### src/rtl/bus_arbiter.sv
// rtl/bus_arbiter.sv - two-port (fetch/data) arbiter onto one shared memory bus
// One outstanding transaction; data has priority, bounded by a fetch starvation limit.
module bus_arbiter #(
  parameter int STARVE_LIMIT = 4
) (
  input  logic        clk,
  input  logic        rst,
  input  logic        flush,
  input  logic        inst_req,
  input  logic [31:0] inst_addr,
  output logic        inst_gnt,
  output logic        inst_rvalid,
  output logic [31:0] inst_rdata,
  input  logic        data_req,
  input  logic        data_we,
  input  logic [31:0] data_addr,
  input  logic [31:0] data_wdata,
  input  logic [3:0]  data_sel,
  output logic        data_gnt,
  output logic        data_rvalid,
  output logic [31:0] data_rdata,
  output logic        bus_req,
  output logic        bus_we,
  output logic [31:0] bus_addr,
  output logic [31:0] bus_wdata,
  output logic [3:0]  bus_sel,
  input  logic        bus_gnt,
  input  logic        bus_rvalid,
  input  logic [31:0] bus_rdata,
  output logic        stall_if,
  output logic        stall_mem
);

  localparam int CW = $clog2(STARVE_LIMIT + 1);
  localparam logic [CW-1:0] LIMIT_C = CW'(STARVE_LIMIT);

  typedef enum logic [1:0] {IDLE, ADDR, RESP} state_t;

  state_t        state;
  logic [CW-1:0] starve_cnt;
  logic          drop;
  logic          owner_data;
  logic          lat_we;
  logic [31:0]   lat_addr;
  logic [31:0]   lat_wdata;
  logic [3:0]    lat_sel;

  logic inst_elig;
  logic starved;
  logic inst_win;
  logic data_win;
  logic resp_done;
  logic inst_busy;
  logic data_busy;

  // A flush in IDLE hides the fetch request but leaves data selection alone.
  assign inst_elig = inst_req & ~flush;
  assign starved   = (starve_cnt == LIMIT_C);
  assign inst_win  = (state == IDLE) & inst_elig & (~data_req | starved);
  assign data_win  = (state == IDLE) & data_req & ~inst_win;
  assign resp_done = (state == RESP) & bus_rvalid;
  assign inst_busy = (state != IDLE) & ~owner_data;
  assign data_busy = (state != IDLE) & owner_data;

  assign inst_gnt    = rst & inst_win;
  assign data_gnt    = rst & data_win;
  assign inst_rvalid = rst & resp_done & ~owner_data & ~drop & ~flush;
  assign data_rvalid = rst & resp_done & owner_data;
  assign inst_rdata  = inst_rvalid ? bus_rdata : 32'h0;
  assign data_rdata  = data_rvalid ? bus_rdata : 32'h0;

  assign bus_req   = (state == ADDR);
  assign bus_we    = lat_we;
  assign bus_addr  = lat_addr;
  assign bus_wdata = lat_wdata;
  assign bus_sel   = lat_sel;

  assign stall_if  = rst & ~drop & (inst_req | inst_busy) & ~inst_rvalid;
  assign stall_mem = rst & (data_req | data_busy) & ~data_rvalid;

  always_ff @(posedge clk or negedge rst) begin
    if (!rst) begin
      state      <= IDLE;
      starve_cnt <= '0;
      drop       <= 1'b0;
      owner_data <= 1'b0;
      lat_we     <= 1'b0;
      lat_addr   <= 32'h0;
      lat_wdata  <= 32'h0;
      lat_sel    <= 4'h0;
    end else begin
      unique case (state)
        IDLE: begin
          drop <= 1'b0;
          if (inst_win) begin
            owner_data <= 1'b0;
            lat_we     <= 1'b0;
            lat_addr   <= inst_addr;
            lat_wdata  <= 32'h0;
            lat_sel    <= 4'hF;
            starve_cnt <= '0;
            state      <= ADDR;
          end else if (data_win) begin
            owner_data <= 1'b1;
            lat_we     <= data_we;
            lat_addr   <= data_addr;
            lat_wdata  <= data_wdata;
            lat_sel    <= data_sel;
            if (!inst_elig)
              starve_cnt <= '0;
            else if (!starved)
              starve_cnt <= starve_cnt + CW'(1);
            state      <= ADDR;
          end
        end
        ADDR: begin
          if (flush && !owner_data)
            drop <= 1'b1;
          if (bus_gnt)
            state <= RESP;
        end
        RESP: begin
          if (bus_rvalid) begin
            drop  <= 1'b0;
            state <= IDLE;
          end else if (flush && !owner_data) begin
            drop <= 1'b1;
          end
        end
        default: state <= IDLE;
      endcase
    end
  end

endmodule
### config.mk
export PLATFORM = sky130hd
export DESIGN_NAME = bus_arbiter
export DESIGN_NICKNAME = d
export VERILOG_FILES = /design/src/rtl/bus_arbiter.sv
export SDC_FILE = /design/constraint.sdc
export NUM_CORES = 1
export LEC_CHECK = 0
export CORE_AREA = 2 2 133 83
export CTS_CLUSTER_DIAMETER = 120
export CTS_CLUSTER_SIZE = 28
export DETAILED_ROUTE_END_ITERATION = 10
export DIE_AREA = 0 0 135 85
export GPL_TIMING_DRIVEN = 0
export PLACE_DENSITY = 0.86
export SLEW_MARGIN = 20
export SYNTH_ARGS = -nofsm -noshare
export SYNTH_HDL_FRONTEND = slang
export SYNTH_SLANG_ARGS = --single-unit
### constraint.sdc
create_clock -name clk -period 4.56 [get_ports clk]
set_input_delay 0.456 -clock clk [delete_from_list [all_inputs] [get_ports clk]]
set_output_delay 0.456 -clock clk [all_outputs]
set_load 0.02 [all_outputs]
==> results.sh <==
export IMPL_outcome="completed"
export IMPL_ctsHoldBuffers=0
export IMPL_rrSetupSlack_ps=2690
export IMPL_drt_iter0_markers=188
export IMPL_synth_edff_count=0
export IMPL_rsz0062_at_grt="false"
export IMPL_clock_fmax_mhz=304
export IMPL_crit_cells=7
export IMPL_die_w_um=135
export IMPL_total_power_mw=4.02
export IMPL_io_buffer_count=279
export IMPL_syn_to_final_growth_pct=89.2
export IMPL_grt_max_degree=55
export IMPL_critPathCaptureType="output port"
export IMPL_power_density_nw_per_um2=573
export IMPL_finalSetupViolCount=0
export IMPL_start_kind="flip-flop"
export IMPL_grt_ovfl_total=0
export IMPL_cts_resized=0
export IMPL_crit_path_max_incr_delay_ps=610
export IMPL_cts_made_buffers=9
export IMPL_start_util_pct=36.0
export IMPL_syn_inst=385
export IMPL_report_final_hold_viol_count=0
export IMPL_worstMarginPinSlew_ps=619
export IMPL_holdWs_ps=49.2
export IMPL_gp_congestion=0.860
export IMPL_cts_buffer_depth=2
export IMPL_synth_most_common_cell="dfrtp_1"
export IMPL_grt_pass1_vias=4022
export IMPL_drc=0
export IMPL_routed_wl_mm=14.1
export IMPL_maxCapViolCount=0
export IMPL_fin_nets=822
export IMPL_wl_per_cell_um=17.3
export IMPL_die_area_sq_um=11500
export IMPL_fin_cells=819
export IMPL_viasPerCell=4.93
export IMPL_synth_area_leaders="dfrtp_1, and2_1, a21oi_1"
export IMPL_drv_slew=0
export IMPL_crit_type="flip-flop to output port"
export IMPL_async_flop_share_pct=100
export IMPL_synth_nets=531
export IMPL_yosysTopAreaCellShare_pct=51.3
export IMPL_insertedDiodeCount=0
export IMPL_synthDistinctLibCells=31
export IMPL_die_h_um=85
export IMPL_fin_crit_sh_pct=72.2
export IMPL_placedCellCount=804
export IMPL_p_leak_nw=3.00
export IMPL_cts_clk_slew_worst_paths_ps=60
export IMPL_cts_setup_buffers=0
export IMPL_ys_ff_latch=76
export IMPL_crit_buf_inv=3
export IMPL_critPathTopFamily="buffers and inverters"
export IMPL_crit_slowest_cell="clkdlybuf4s50_1"
export IMPL_required_ps=4100
export IMPL_core_area_sq_um=10300
export IMPL_ys_flop_type="dfrtp_1"
export IMPL_yosysSeqAreaShare_pct=51.3
export IMPL_worstReg2RegEnd="bus_addr[15]"
export IMPL_grt_antenna_before_repair=0
export IMPL_slew_headroom_pct=58.4
export IMPL_vdd_drop_max_v=0.000387
export IMPL_fillers=788
export IMPL_drtAntennaViolNets=0
export IMPL_dr_pass1_iters=5
export IMPL_root_buffer="clkbuf_16"
export IMPL_crit_arrival_ps=2840
export IMPL_cp_max_fo=10
export IMPL_min_period_ps=3290
export IMPL_fin_worst_skew_ps=6.57
export IMPL_grt_usage_pct=24.0
export IMPL_crit_end="inst_rdata[27]"
export IMPL_syn_cell_area_sq_um=3710
export IMPL_yosysTopAreaCell="dfrtp_1"
export IMPL_clk_latency_ps=320
export IMPL_cts_htree_levels=3
export IMPL_yosys_warnings=0
export IMPL_worstPathCellList="inv_1, ha_1, nand3_1, nor4_2, clkbuf_1, and2_1, clkdlybuf4s50_1"
export IMPL_via_count=4035
export IMPL_cts_tree="done"
export IMPL_synth_commonest_cells="dfrtp_1, a21oi_1, and2_1, nor2_1"
export IMPL_cts_sinks=76
export IMPL_synth_area_per_cell_sq_um=9.63
export IMPL_drive_above_1_share_pct=5.74
export IMPL_r2r_start="state[0]"
export IMPL_crit_start="state[0]"
export IMPL_dp_hpwl_mm=11.2
export IMPL_fin_setup_tns_ps=0
export IMPL_rows=29
export IMPL_grt_first_pass_wirelength_mm=21.5
export IMPL_io_pins=280
export IMPL_hold_class="input port to asynchronous set/reset pin"
export IMPL_r2r_cells=8
-- flip-flops by register name, indices dropped and copies added, names as in the netlist --
| register | count |
|---|---|
| bus_addr | 32 |
| bus_wdata | 32 |
| bus_sel | 4 |
| starve_cnt | 3 |
| state | 2 |
| bus_we | 1 |
| drop | 1 |
| owner_data | 1 |
-- how the worst min path moves through the flow --
stage / startpoint / end / cells after the start
2_1_floorplan: rst / bus_addr[0] / 0
3_3_place_gp: bus_wdata[0] / bus_wdata[0] / 1
3_5_place_dp: rst / bus_addr[14] / 1
4_1_cts: rst / bus_addr[14] / 1
5_1_grt: rst / bus_addr[14] / 1
6_report: rst / bus_addr[14] / 1
-- power by group --
group	internal (mW)	leakage (nW)	switching, mW
registers	0.997	0.899	0.201
logic	1.01	1.95	1.07
clock network	0.476	0.151	0.263
total	2.48	3.00	1.53
-- final cells by class --
type	instances	area, sq um	share of cell area, %
Multi-Input combinational cell	273	1620	23.1
Tap cell	139	174	2.48
Sequential cell	76	1900	27.1
Inverter	7	26.3	0.375
Clock inverter	6	90.1	1.28
Buffer	29	163	2.32
Clock buffer	9	225	3.21
Timing Repair Buffer	280	2820	40.2
-- logic make-up after synthesis --
logic type / share of synthesized area [%]
AOI/OAI and AO/OA: 20.2
adders and majority gates: 2.02
buffers and inverters: 5.09
DFF: 51.3
muxes: 0.574
and+or+nand+nor: 20.8
-- per-stage QoR --
stage               cell area, sq um  worst slack [ps]  util, %
floorplan                       3710              2410        -
global placement                6680             -1520     64.8
detailed placement              6700              1380     65.0
CTS                             7020              1270     68.1
global route                    7020              1050     68.1
finish                          7020              1270     68.1
-- cell usage in the layout, fill, tap and decap left out, types with 2 or more instances in the layout --
| cell type | instances |
|---|---|
| buf_6 | 4 |
| nand2_1 | 34 |
| o21ai_0 | 5 |
| a22o_1 | 34 |
| and3_1 | 2 |
| and2_1 | 65 |
| dfrtp_1 | 76 |
| nand3_1 | 3 |
| ha_1 | 6 |
| o22a_1 | 5 |
| buf_4 | 4 |
| clkbuf_16 | 9 |
| nor2_1 | 38 |
| inv_1 | 7 |
| clkbuf_1 | 12 |
| clkinv_4 | 2 |
| clkdlybuf4s50_1 | 278 |
| bufinv_16 | 2 |
| a21oi_1 | 66 |
| buf_2 | 10 |
-- layer usage --
layer  global-route usage, %  vias to the layer above  part of all wire (%)
li1                        -                     1887                     -
met1                    32.3                     1945                    43
met2                    39.2                      191                    47
met3                    7.35                       12                   8.8
met4                    4.36                        0                  0.54
met5                       0                        -                     0
(Power assumes the default switching activity.)
